[src/rtl/decoder_seq.sv]
// decoder_seq: one-hot phase decoder/sequencer.
// A registered ENC_W-bit index drives a 2**ENC_W-bit one-hot output, gated
// combinationally by OE. The index can be loaded, stepped manually, or
// auto-run for CNT extra steps, with registered DONE and WRAP pulses.
module decoder_seq #(
    parameter int ENC_W   = 3,
    parameter int WRAP_AT = 2**ENC_W - 1
) (
    input  logic                  CLK,
    input  logic                  RST_N,
    input  logic [ENC_W-1:0]      ENC,
    input  logic                  LOAD,
    input  logic                  STEP,
    input  logic                  START,
    input  logic [ENC_W-1:0]      CNT,
    input  logic                  HOLD,
    input  logic                  OE,
    output logic [2**ENC_W-1:0]   DEC,
    output logic [ENC_W-1:0]      IDX,
    output logic                  BUSY,
    output logic                  DONE,
    output logic                  WRAP
);

    localparam int DEC_W = 2**ENC_W;

    // Reject an out-of-range wrap point at elaboration.
    if (WRAP_AT < 0 || WRAP_AT > DEC_W - 1) begin : g_bad_wrap_at
        $error("decoder_seq: WRAP_AT must lie in 0..2**ENC_W-1");
    end

    localparam logic [ENC_W-1:0] WRAP_IDX = ENC_W'(WRAP_AT);
    localparam logic [ENC_W-1:0] IDX_ONE  = ENC_W'(1);

    localparam logic [0:0] S_IDLE = 1'b0;
    localparam logic [0:0] S_RUN  = 1'b1;

    logic [0:0]       r_state;
    logic [ENC_W-1:0] r_idx;
    logic [ENC_W-1:0] r_rem;
    logic             r_done;
    logic             r_wrap;

    logic [0:0]       w_state_d;
    logic [ENC_W-1:0] w_idx_d;
    logic [ENC_W-1:0] w_rem_d;
    logic             w_done_d;
    logic             w_wrap_d;
    logic [ENC_W-1:0] w_idx_next;
    logic             w_next_is_zero;

    // Successor of the current index, wrapping to 0 past WRAP_AT
    // (an index loaded above WRAP_AT also wraps on its next step).
    always_comb begin
        w_idx_next     = (r_idx >= WRAP_IDX) ? '0 : (r_idx + IDX_ONE);
        w_next_is_zero = (w_idx_next == '0);
    end

    // Next-state logic: IDLE priority START > LOAD > STEP; RUN ignores them.
    always_comb begin
        w_state_d = r_state;
        w_idx_d   = r_idx;
        w_rem_d   = r_rem;
        w_done_d  = 1'b0;
        w_wrap_d  = 1'b0;
        case (r_state)
            S_IDLE: begin
                if (START) begin
                    w_idx_d   = ENC;
                    w_rem_d   = CNT;
                    w_state_d = S_RUN;
                end else if (LOAD) begin
                    w_idx_d = ENC;
                end else if (STEP) begin
                    w_idx_d  = w_idx_next;
                    w_wrap_d = w_next_is_zero;
                end
            end
            S_RUN: begin
                if (!HOLD) begin
                    if (r_rem != '0) begin
                        w_idx_d  = w_idx_next;
                        w_rem_d  = r_rem - IDX_ONE;
                        w_wrap_d = w_next_is_zero;
                    end else begin
                        w_state_d = S_IDLE;
                        w_done_d  = 1'b1;
                    end
                end
            end
            default: begin
                w_state_d = S_IDLE;
            end
        endcase
    end

    // State registers with synchronous active-low reset taking priority.
    always_ff @(posedge CLK) begin
        if (!RST_N) begin
            r_state <= S_IDLE;
            r_idx   <= '0;
            r_rem   <= '0;
            r_done  <= 1'b0;
            r_wrap  <= 1'b0;
        end else begin
            r_state <= w_state_d;
            r_idx   <= w_idx_d;
            r_rem   <= w_rem_d;
            r_done  <= w_done_d;
            r_wrap  <= w_wrap_d;
        end
    end

    // One-hot decode of the index, gated directly by OE with no register.
    always_comb begin
        DEC = '0;
        if (OE) begin
            DEC[r_idx] = 1'b1;
        end
    end

    // Status outputs come straight from the registers.
    always_comb begin
        IDX  = r_idx;
        BUSY = (r_state == S_RUN);
        DONE = r_done;
        WRAP = r_wrap;
    end

endmodule
[config.mk]
export PLATFORM = sky130hd
export DESIGN_NAME = decoder_seq
export DESIGN_NICKNAME = d
export VERILOG_FILES = /design/src/rtl/decoder_seq.sv
export SDC_FILE = /design/constraint.sdc
export NUM_CORES = 1
export LEC_CHECK = 0
export ABC_AREA = 1
export CORE_MARGIN = 2
export CORE_UTILIZATION = 41
export CTS_CLUSTER_SIZE = 24
export DETAILED_ROUTE_END_ITERATION = 8
export PLACE_DENSITY = 0.77
export SYNTH_ARGS = -nofsm -noshare
export SYNTH_HDL_FRONTEND = slang
export SYNTH_SLANG_ARGS = --single-unit
[constraint.sdc]
create_clock -name CLK -period 2.03 [get_ports CLK]
set_clock_uncertainty 0.1 [all_clocks]
set_input_delay 0.5075 -clock CLK [delete_from_list [all_inputs] [get_ports CLK]]
set_output_delay 0.5075 -clock CLK [all_outputs]
set_load 0.01 [all_outputs]
**Yosys cells after proc, flatten, opt, wreduce, memory -nomap -nowiden**

Index checks and enable logic that the tools add are counted.

- Register bits after elaboration: 9
- Word-level logic and storage cells: 47
- Output and inout port bits: 14

- Reduce and logical (&&, ||, !) cells: 6
- Add/sub/neg operators: 2
- Bitwise logic cells: 2
- Mux-type cells: 25
- Magnitude comparators: 3
- Equal/unequal tests: 4

Operators with widths:

| cell | count |
|---|---|
| 3-bit two-way mux | 9 |
| 3-bit one-hot mux with 2 select lines | 2 |
| 1-bit two-way mux | 10 |
| 8-bit two-way mux | 1 |
| 3-bit AND reduction | 2 |
| 3-bit by 4-bit less-than comparator with 1-bit output (second input constant) | 1 |
| 2-bit inequality test (second input constant) | 2 |
| 4-bit inequality test (second input constant) | 1 |
| 1-bit one-hot mux with 2 select lines | 2 |
| 3-bit by 1-bit adder with 3-bit output (second input constant) | 1 |
| 1-bit demux with 3-bit select | 1 |
| 3-bit by 1-bit greater-or-equal comparator with 1-bit output (second input constant) | 1 |
| 3-bit greater-or-equal comparator (second input constant) | 1 |
| 3-bit zero test | 1 |
| 3-bit nonzero test | 1 |
| 3-bit OR reduction | 1 |
| 3-bit by 1-bit subtractor with 3-bit output (second input constant) | 1 |
| 2-bit by 1-bit inequality test with 1-bit output (second input constant) | 1 |
| 1-bit inverter | 2 |
| 1-bit logical AND | 1 |

**Longest topological paths before layout**

- Word-level depth: 7
- Gate-level depth with buffers: 9

**Worst setup path after synthesis**

Ideal clock, no wire load.

- Path type: register -> register
- Start: register r_idx[0] (netlist: IDX[0])
- End: register r_idx[2] (netlist: IDX[2])
- Stages on the path, launching flop included: 9
- Setup time: 64 ps
- Clock period less this slack: 1464 ps
- Required time: 1866 ps
- Setup slack: 566 ps
- Arrival: 1300 ps
- Cells stage by stage: dfxtp_1 ha_1 ha_1 inv_1 nor2_1 nand2_1 a21oi_1 nor2_1 nor2_1

- Cells in the longest elaborated chain, start to end: 6

RTL lines:

| element | line | RTL |
|---|---|---|
| from (decl) | 39 | `logic [ENC_W-1:0] r_idx;` |
| from (signal assigned) | 107 | `r_idx <= w_idx_d;` |
| 3-bit by 1-bit adder with 3-bit output or 3-bit greater-or-equal comparator (tied branches) | 55 | `w_idx_next = (r_idx >= WRAP_IDX) ? '0 : (r_idx + IDX_ONE);` |
| 3-bit two-way mux (*) | 55 |  |
| 3-bit two-way mux | 74 | `end else if (STEP) begin` |
| 3-bit two-way mux | 72 | `end else if (LOAD) begin` |
| 3-bit two-way mux | 68 | `if (START) begin` |
| 3-bit one-hot mux with 2 select lines (*) | 66 | `case (r_state)` |

Every way passes the cells marked *; elsewhere a longest branch is shown, timed or not. The select of a mux whose other input is x is not followed.
A chain may end at the register's enable or synchronous reset.

**Final worst setup path**

- Start: register r_state (netlist: BUSY)
- End: output BUSY

RTL lines:

| element | line | RTL |
|---|---|---|
| from (decl) | 38 | `logic [0:0] r_state;` |
| from (signal assigned) | 106 | `r_state <= w_state_d;` |
| to (decl) | 20 | `output logic BUSY,` |

No word-level cell between the ends.

==> impl_results.md <==
* CTS Buf Count at 3
* Total grt overflow at 0
* Hold_buf cts at 0
* Placement Cell Area at 937 sq um
* Max Freq at 0.527 GHz
* Worst endpoint required time at 1420 ps
* Share of layout cells above drive strength 1 at 17.0%
* Non-filler cells, final at 157
* Yosys Warn Count at 0
* Initial Util at 44.1%
* Syn nets at 129
* Switching pwr at 211 uW
* Worst Min Path Start: IDX[1]
* Power after layout at 590 uW
* Crit-path cells: clkdlybuf4s50_1
* Hold Vio Cnt, Final at 0
* Largest net degree at the start of global routing at 16
* Clk slew on worst S/H paths at 70 ps
* Combinational share of power at 39.4%
* Area leader, netlist: dfxtp_1
* Max_slew headroom at 81.8%
* Synthesized cell area at 664 sq um
* Initial antenna violation count at 0
* Crit path time final at 1900 ps
* Class of the worst hold path: register to register
* Port Buffer Count at 26
* Post-synth top area share at 27.1%
* Cells after DPL at 153
* CP startpoint kind: register
* Routed wire length at 1610 um
* Num rows at 14
* Area Growth Syn to Fin at 45.2%
* Synth cell types at 17
* Status: finished, final reports clean
* Routed WL per cell at 10.2 um
* CTS sink cnt at 9
* CTS tree: yes
* DR vias/cell at 4.75
* Die Height at 44.3 um
* Int Power at 378 uW
* Hold depth at 2
* Core area at 1510 sq um
* Syn Area/Cell at 5.93 sq um
* VDD IR max at 0.342 mV
* CP top delay family: buffers and inverters
* Critical path type: register to output port
* Worst r2r src: IDX[0]
* Final #Nets at 159
* Die Area at 1960 sq um
* Register area share after synthesis at 27.1%
* Detailed Place HPWL at 1250 um
* DR vias at 746
* Starting DRT DRC Count at 12
* TNS Setup at 0 ps
* Leak pwr at 0.483 nW
* Fin util at 64.0%
* Crit path largest cell delay at 580 ps
* Hold slack at 465 ps
* Number of setup buffers added after CTS at 0
* DP Worst Slack at -345 ps
* ANT nets after route at 0
* Pwr Density at 611 nW/um^2
* Post-CTS resize count at 29
* Worst Path Arrival at 1290 ps
* Post-Syn Instances at 112
* Part of the power in registers at 36.7%
* # DRC at 0
* Fin crit share at 93.4%
* Top cells by area, synth: dfxtp_1 27%, nand2_1 22%, nor2_1 14%
* Clk pwr share at 23.8%
* CTS Root Cell: clkbuf_4
* Later-pin clock latency in the skew report at 260 ps
* Reg2reg setup slack at 480 ps
* Final Cell Area at 965 sq um
* Fin. max-slew vios at 0
* Drt pass-1 iters at 4
* Buffers & Inverters on Critical Path at 1
* Longest Clk Path Bufs at 2
* Synthesized flop and latch total at 9
* Fillcell total at 162
* Vias in the first global route at 708
* Antenna cell count at 0
* Critical-path maximum fanout at 6
* Endpoints failing setup at 0
* GRT Total Usage at 18.6%
* Wire length of the first global-routing pass at 2730 um
* Crit-path slowest cell: clkdlybuf4s50_1
* Top-Level Pins at 27
* CP endpoint kind: output port
* Tightest Pin Transition at 272 ps
* Hold Crit Endpoint: WRAP
* Width of the die at 44.3 um
* RSZ-0062 raised after global routing: false
* MaxCap Viol Count at 0
* Critical R2R Capture: IDX[2]
* Switching share of power at 35.9%
* CTS H-tree lvls at 1
* Final worst slack at 134 ps
* Gpl congestion at 0.823
* Register-to-Register Path Depth at 8
[layer usage]
metal	routed length, um	track usage [%]	vias to the layer above
met3	97	2.86	2
met5	0	0	-
met4	6	7.27	0
met2	837	35.3	26
met1	666	20.3	320
li1	-	-	398
[cells by family after synthesis]
family                   Yosys count  synth area share [%]
buffers and inverters             15                  9.60
AND/OR/NAND/NOR                   79                  50.8
AO/OA/AOI/OAI                      5                  4.90
flip-flops                         9                  27.1
adder cells (fa/ha/maj)            4                  7.53
[synthesized netlist by cell type]
library cell  count
and2_1            1
o21ai_1           2
ha_1              4
nand2_2           3
nand3_1           8
a21oi_2           2
clkbuf_1          1
nor2_1           24
dfxtp_1           9
nand3b_1          1
inv_1            11
nor3_4            1
or2_2             2
inv_2             2
nand2_1          39
buf_6             1
a21oi_1           1
[flip-flops by register name (all words and copies together), names as in the netlist]
name / flops
BUSY: 1
r_rem: 3
IDX: 3
WRAP: 1
DONE: 1
[cell type report]
| type | instances | area (sq um) | share of cell area, % |
|---|---|---|---|
| Clock buffer | 4 | 26.3 | 2.72 |
| Multi-Input combinational cell | 88 | 425 | 44.1 |
| Tap cell | 16 | 20.0 | 2.08 |
| Timing Repair Buffer | 27 | 264 | 27.4 |
| Sequential cell | 9 | 180 | 18.7 |
| Inverter | 13 | 48.8 | 5.06 |
[how the worst max path moves through the flow]
stage | from | end | slack [ps] | cells after the start
global route | BUSY | BUSY | 90 | 1
CTS | BUSY | BUSY | 130 | 1
detailed placement | OE | DEC[6] | -340 | 4
floorplan | IDX[0] | IDX[2] | 570 | 8
finish | BUSY | BUSY | 130 | 1
global placement | OE | DEC[4] | -320 | 4
[power by group through the flow]
stage	clock network (mW)	registers, mW	logic [mW]
final	0.140	0.217	0.232
after global routing	0.159	0.220	0.263
after CTS	0.145	0.217	0.235
after detailed placement	0	0.220	0.238
after global placement	0	0.220	0.232
after floorplan	0	0.222	0.145
[placed cells by master (no fill, tap or decap), drive strengths merged, types with 3 or more instances in the layout]
master	instances
a21oi	3
buf	3
clkbuf	4
clkdlybuf4s15	6
clkdlybuf4s50	17
dfxtp	9
ha	4
inv	13
nand2	42
nand3	8
nor2	24
Power figures use the tool's default switching activity.
